**src/rtl/gs_butterfly.sv**
```systemverilog
`default_nettype none
// +--------------------------------------------------------------------------+
// | poly_arith_pkg / gs_butterfly                                            |
// |                                                                          |
// | Pipelined Gentleman-Sande butterfly for the ML-KEM inverse NTT.          |
// | For each accepted (a, b, zeta) it produces                               |
// |    a_o = (a + b) mod Q                                                   |
// |    b_o = zeta * (b - a) mod Q                                            |
// | The modulus is Q = 3329. The block accepts one butterfly per cycle, has  |
// | a fixed four-cycle latency and applies no backpressure.                  |
// |                                                                          |
// | Ports                                                                    |
// |    clk      : clock, every state update is on its rising edge           |
// |    rst      : synchronous, active-low reset                              |
// |    a_i      : upper operand, canonical [0, Q-1]                          |
// |    b_i      : lower operand, canonical [0, Q-1]                          |
// |    zeta_i   : twiddle factor, canonical [0, Q-1]                         |
// |    valid_i  : qualifies a_i / b_i / zeta_i                               |
// |    a_o      : (a + b) mod Q, holds its value between results            |
// |    b_o      : zeta * (b - a) mod Q, holds its value between results     |
// |    valid_o  : one-cycle pulse per accepted input                         |
// |                                                                          |
// | Revision: 1.0 - initial release                                          |
// +--------------------------------------------------------------------------+

package poly_arith_pkg;
   localparam int unsigned Q = 3329;
   typedef logic [11:0] coeff_t;
endpackage

module gs_butterfly
   import poly_arith_pkg::*;
#(
   parameter int unsigned LATENCY   = 4,
   parameter int unsigned BARRETT_M = 5039
) (
   input  logic   clk,
   input  logic   rst,
   input  coeff_t a_i,
   input  coeff_t b_i,
   input  coeff_t zeta_i,
   input  logic   valid_i,
   output coeff_t a_o,
   output coeff_t b_o,
   output logic   valid_o
);

   localparam logic [12:0] c_Q13 = 13'(Q);
   localparam logic [11:0] c_Q12 = 12'(Q);
   localparam logic [12:0] c_M   = 13'(BARRETT_M);

   // ---------------------------------------------------------------------
   // S1: modular add and subtract
   // ---------------------------------------------------------------------
   logic        v1_q;
   coeff_t      sum1_q, sum1_d;
   coeff_t      diff1_q, diff1_d;
   coeff_t      zeta1_q;
   logic [12:0] w_sum;
   logic [12:0] w_diff;

   always_comb begin
      w_sum  = {1'b0, a_i} + {1'b0, b_i};
      // b - a in 13-bit two's complement; bit 12 set means negative.
      w_diff = {1'b0, b_i} - {1'b0, a_i};
      sum1_d  = (w_sum >= c_Q13) ? 12'(w_sum - c_Q13) : 12'(w_sum);
      diff1_d = w_diff[12] ? 12'(w_diff + c_Q13) : 12'(w_diff);
   end

   always_ff @(posedge clk) begin
      if (!rst) begin
         v1_q    <= 1'b0;
         sum1_q  <= '0;
         diff1_q <= '0;
         zeta1_q <= '0;
      end else begin
         v1_q <= valid_i;
         if (valid_i) begin
            sum1_q  <= sum1_d;
            diff1_q <= diff1_d;
            zeta1_q <= zeta_i;
         end
      end
   end

   // ---------------------------------------------------------------------
   // S2: plain 12x12 multiply; the product never exceeds 3328^2 < 2^24
   // ---------------------------------------------------------------------
   logic        v2_q;
   coeff_t      sum2_q;
   logic [23:0] prod2_q, prod2_d;

   always_comb begin
      prod2_d = 24'(diff1_q) * 24'(zeta1_q);
   end

   always_ff @(posedge clk) begin
      if (!rst) begin
         v2_q    <= 1'b0;
         sum2_q  <= '0;
         prod2_q <= '0;
      end else begin
         v2_q <= v1_q;
         if (v1_q) begin
            sum2_q  <= sum1_q;
            prod2_q <= prod2_d;
         end
      end
   end

   // ---------------------------------------------------------------------
   // S3: Barrett reduction. BARRETT_M rounds 2^24/Q down, so the quotient
   // estimate may be short by one and the remainder lands in [0, 2Q-1].
   // ---------------------------------------------------------------------
   logic        v3_q;
   coeff_t      sum3_q;
   logic [12:0] r3_q, r3_d;
   logic [36:0] w_bprod;
   logic [12:0] w_qest;
   logic [24:0] w_qq;

   always_comb begin
      w_bprod = {13'd0, prod2_q} * {24'd0, c_M};
      w_qest  = 13'(w_bprod >> 24);
      w_qq    = 25'(w_qest) * 25'(c_Q12);
      // The true remainder fits in 13 bits, so the upper bits are dropped.
      r3_d    = 13'({1'b0, prod2_q} - w_qq);
   end

   always_ff @(posedge clk) begin
      if (!rst) begin
         v3_q   <= 1'b0;
         sum3_q <= '0;
         r3_q   <= '0;
      end else begin
         v3_q <= v2_q;
         if (v2_q) begin
            sum3_q <= sum2_q;
            r3_q   <= r3_d;
         end
      end
   end

   // ---------------------------------------------------------------------
   // S4: final conditional subtract and output registers. Only a four-stage
   // pipeline exists; other LATENCY values tie the outputs off.
   // ---------------------------------------------------------------------
   generate
      if (LATENCY == 4) begin : g_latency4
         coeff_t b4_d;

         always_comb begin
            b4_d = (r3_q >= c_Q13) ? 12'(r3_q - c_Q13) : 12'(r3_q);
         end

         always_ff @(posedge clk) begin
            if (!rst) begin
               valid_o <= 1'b0;
               a_o     <= '0;
               b_o     <= '0;
            end else begin
               valid_o <= v3_q;
               if (v3_q) begin
                  a_o <= sum3_q;
                  b_o <= b4_d;
               end
            end
         end
      end else begin : g_latency_unsupported
         assign valid_o = 1'b0;
         assign a_o     = '0;
         assign b_o     = '0;
      end
   endgenerate

endmodule
`default_nettype wire
```
**config.mk**
```make
export PLATFORM = sky130hd
export DESIGN_NAME = gs_butterfly
export DESIGN_NICKNAME = d
export VERILOG_FILES = /design/src/rtl/gs_butterfly.sv
export SDC_FILE = /design/constraint.sdc
export NUM_CORES = 1
export LEC_CHECK = 0
export BUFFER_PORTS_ARGS = -buffer_cell sky130_fd_sc_hd__buf_2
export CORE_ASPECT_RATIO = 1.5
export CORE_MARGIN = 1.5
export CORE_UTILIZATION = 45
export DETAILED_ROUTE_END_ITERATION = 10
export RECOVER_POWER = 25
export SYNTH_ARGS = -nofsm -noshare
export SYNTH_HDL_FRONTEND = slang
export SYNTH_SLANG_ARGS = --single-unit
export TNS_END_PERCENT = 1
```
**constraint.sdc**
```tcl
create_clock -name clk -period 11.48 [get_ports clk]
set_clock_uncertainty 0.15 [all_clocks]
set_input_delay 1.148 -clock clk [delete_from_list [all_inputs] [get_ports clk]]
set_output_delay 1.148 -clock clk [all_outputs]
set_load 0.005 [all_outputs]
```
After elaboration in Yosys (flattened, before gate mapping). Index checks and enable logic that the tools add are counted.

Bits in registers: 125. Output and inout port bits: 25. Input bits: 39. Word-level logic and storage cells: 27.

Multiplexer cells: 3. Multipliers: 3. Magnitude comparators: 2. Add/sub/neg operators: 6.

Operator list (number): $mul 24x13->37 const B (1); $mux 12 (3); $ge 13x12->1 const B (2); $mul 12x12->24 (1); $sub 12x12->12 const B (2); $add 12x12->13 (1); $mul 13x12->13 const B (1); $sub 12x12->13 (1); $sub 13x13->13 (1); $add 12x12->12 const B (1).

Logic depth before layout (Yosys ltp).
Word-level depth: 3. Mapped depth: 36. Gate-level depth less buffers: 36.

Least setup slack after synthesis. OpenSTA, ideal clock, no wires.

Path kind: register -> register. From: register prod2_q[18]. To: register r3_q[12]. Data required time: 11196 ps. Period minus slack after synthesis: 8620 ps. Setup slack: 2860 ps. Arrival time: 8336 ps. Stages on the path, launching flop included: 35. Buffers on the path: 0. Setup time: 134 ps. Cell sequence: dfxtp_1 -> inv_1 -> fa_1 -> fa_1 -> inv_1 -> fa_1 -> fa_1 -> inv_1 -> fa_1 -> inv_1 -> ha_1 -> a211oi_1 -> nor2_1 -> or3_4 -> a221oi_2 -> a31oi_2 -> a21o_4 -> a211o_2 -> and2_1 -> a21oi_1 -> xnor2_1 -> ha_1 -> ha_1 -> ha_1 -> fa_1 -> inv_1 -> ha_1 -> nand2_1 -> o21a_1 -> o21ai_1 -> xnor2_1 -> xnor2_1 -> xnor3_1 -> xor2_1 -> a21oi_1.

Cells in the longest elaborated chain, start to end: 3.

RTL lines: start: declaration (line 91) `logic [23:0] prod2_q, prod2_d;`; start signal: assignment (line 106) `prod2_q <= prod2_d;`; $mul 24x13->37 (line 123) `w_bprod = {13'd0, prod2_q} * {24'd0, c_M};`; $mul 13x12->13 (line 125) `w_qq = 25'(w_qest) * 25'(c_Q12);`; $sub 13x13->13 (line 127) `r3_d = 13'({1'b0, prod2_q} - w_qq);`; end signal: assignment (line 139) `r3_q <= r3_d;`; end: declaration (line 117) `logic [12:0] r3_q, r3_d;`.

No other way between the ends. A chain may end at the register's enable or synchronous reset.

Worst setup path after layout.
From: register prod2_q[19]. To: register r3_q[11].

Same word-level chain as after synthesis.

==> run metrics <==
Worst VDD drop 169 uV; Hold Path Sink sum1_q[8]; clk_lat worst skew roughly 0.43 ns; met2 routed WL 21100 microns; nets roughly 2400; Max-slew headroom -150%; Synthesis Warnings 0; Critical Path RT 11.51 ns; die span in x ~160 microns; slowest cell on the critical path xor2_1; first-pass GRT wire length 63600 microns; Net Switching 1.34 mW; top-count cell post-synth inv_1; top cells by area, synth fa_1 28%, ha_1 18%, dfxtp_1 15%; drt first pass iters 5; Final setup viols 0; vias in the first global route 12984; initial antenna violation count 0; CP Capture Type register; WS Path Type register to register; pre-CTS setup slack 2.11 ns; Final Hold Vio Count 0; post-layout util 49.3%; Period Utilization, post-route 82.4%; PD cells 164 nW/um^2; Mapped Cells 1815; Top FF cell, synth dfxtp_1; syn avg cell area 9.30 sq um; area grow syn2layout 7.79%; Internal Power 1.65 mW; RSZ-0062 raised after global routing no; critical path arrival 9.49 ns; post-cts sizing count 0; number of vias per cell 5.20; reg2reg setup slack 2.02 ns; Vias 12147; CTS Buf Count 17; Synth async-reset ratio 0%; layout cells sized above 1 6.54%; CTS tree done; violated checks capacitance limit, slew limit; largest fanout on the critical path 7; RR Endpoint r3_q[11]; Post-DRT Antenna Nets 0; setup TNS 0 ns; DR WL/cell around 17 microns; Top cell by count, worst path fa_1; WL met3 773 microns; PortBufs 63; final worst path period need 9.46 ns; grt ovf 0; Synthesized Nets 2332; Max Root-Sink Buffers 2; post-route met1 wirelength 15000 microns; post-CTS setup buffers 0; HP Start sum1_q[8]; Max Slew Vio Count between 80 and 90; Hold WC Path Type register to register; hold path depth 2; # DRC 0; max-capacitance violation count 1; top routing layer used met4; mapped cell area 16900 sq um; gpl congestion 0.905; area leader, netlist fa_1; Ant. Diodes 0; Clock power frac 19.1%; root buffer cell clkbuf_16; Crit path largest cell delay 0.70 ns; Final WS setup 2.02 ns; Starting Density between 40% and 50%; core area ~37000 sq um; synth cell count leaders 307 x inv_1, 244 x ha_1, 234 x fa_1; row cnt 86; leakage power total 9.29 nW; Final Power 2.99 mW; Sw Share 44.9%; Seq/Total Area, Yosys 14.8%; Cell variety after synth 85; worst hold slack 0.322 ns; largest net degree at the start of global routing 84; die area about 39000 sq um; status finished, violations left; CTS sink count 125; I/O pins 64; number of hold buffers added after cts 0; clk slew on worst S/H paths 0.06 ns; #FFs+latches synth 125; 1st-iter DRT viols 501; Worst setup SP type register; Synth top area share 27.7%; DP HPWL 32200 microns; H-tree levels 4; routed wire length 38500 microns; R2R cell count 34; Post-synth EDFFs 0; r2r startpoint prod2_q[19]; Worst Max-Slew Pin Slew 3.74 ns; sequential share of power 18.3%; chip height 240 microns; Peak Freq between 100 and 150 MHz; Comb power frac 62.6%; Global Route Usage Sum a little over a fifth
-- placed cells by master, fill, tap and decap left out, drive strengths merged, types with 4 or more instances in the layout --
| cell | count |
|---|---|
| a211o | 6 |
| a211oi | 31 |
| a21boi | 4 |
| a21o | 11 |
| a21oi | 66 |
| a311oi | 7 |
| a31oi | 6 |
| and2 | 58 |
| and3 | 6 |
| buf | 63 |
| clkbuf | 24 |
| clkinv | 5 |
| dfxtp | 125 |
| fa | 234 |
| ha | 244 |
| inv | 315 |
| mux2i | 73 |
| nand2 | 140 |
| nand2b | 8 |
| nand3 | 25 |
| nand4 | 10 |
| nor2 | 129 |
| nor2b | 13 |
| nor3 | 20 |
| nor3b | 7 |
| nor4 | 4 |
| o211ai | 6 |
| o21a | 10 |
| o21ai | 49 |
| o21bai | 6 |
| o31a | 4 |
| or2 | 4 |
| or3 | 13 |
| xnor2 | 57 |
| xor2 | 24 |
-- through the flow --
stage,area [sq um],instances
floorplan,16900,1815
global placement,17600,2303
global route,18200,2335
CTS,18200,2335
finish,18200,2335
detailed placement,17600,2303
-- critical path: cells and delay by family, from the launching register on --
| family | cells | cell delay (ns) |
|---|---|---|
| DFF | 1 | 0.50 |
| AOI/OAI and AO/OA | 9 | 1.67 |
| and+or+nand+nor | 5 | 0.81 |
| adders and majority gates | 10 | 4.32 |
| muxes | 1 | 0.13 |
| buffers and inverters | 5 | 0.36 |
| xor gates and xnor gates | 4 | 1.26 |
-- power groups by stage --
stage / clock [mW] / sequential, mW / combinational (mW)
after global placement: 0 / 0.557 / 1.85
final: 0.573 / 0.548 / 1.87
after detailed placement: 0 / 0.558 / 1.89
after CTS: 0.586 / 0.548 / 1.90
after global routing: 0.604 / 0.556 / 2.13
after floorplan: 0 / 0.519 / 1.51
-- worst max path at each step --
| stage | startpoint | end | slack [ns] | cells after the start |
|---|---|---|---|---|
| 2_1_floorplan | prod2_q[18] | r3_q[12] | 2.86 | 34 |
| 3_3_place_gp | prod2_q[18] | r3_q[12] | 2.34 | 35 |
| 3_5_place_dp | prod2_q[19] | r3_q[11] | 2.11 | 34 |
| 4_1_cts | prod2_q[19] | r3_q[11] | 2.07 | 34 |
| 5_1_grt | prod2_q[18] | r3_q[11] | 1.37 | 34 |
| 6_report | prod2_q[19] | r3_q[11] | 2.02 | 34 |
-- layer usage --
metal | GRT usage (%) | vias to the layer above
met3 | 2.21 | 85
met5 | 0 | -
met1 | 22.1 | 5948
met4 | 9.51 | 0
met2 | 41.0 | 188
li1 | - | 5926
-- cell families (layout without fill, tap and decap cells) --
kind of cell / count (synthesis) / in the layout / synth area share [%]
simple gates: 452 / 452 / 12.7
mux: 74 / 74 / 4.39
buf+inv: 374 / 410 / 8.45
compound gates: 230 / 230 / 9.30
xor+xnor: 82 / 82 / 4.49
fa+ha+maj: 478 / 478 / 45.8
flops: 125 / 125 / 14.8
-- sequential cells by signal (all words and copies together) (netlist names) --
register / flops
v2_q: 1
zeta1_q: 12
r3_q: 13
b_o: 12
valid_o: 1
sum1_q: 12
v1_q: 1
prod2_q: 24
sum3_q: 12
a_o: 12
diff1_q: 12
sum2_q: 12
v3_q: 1
-- cell type report --
cell class                 count  area [sq um]
clock inverter                15           200
timing repair buffer          70           355
sequential                   125          2500
multi-input combinational   1316         13000
tap                          484           606
fill                        3498         18700
clock buffer                  17           425
inverter                     308          1160
(Power assumes the default switching activity.)
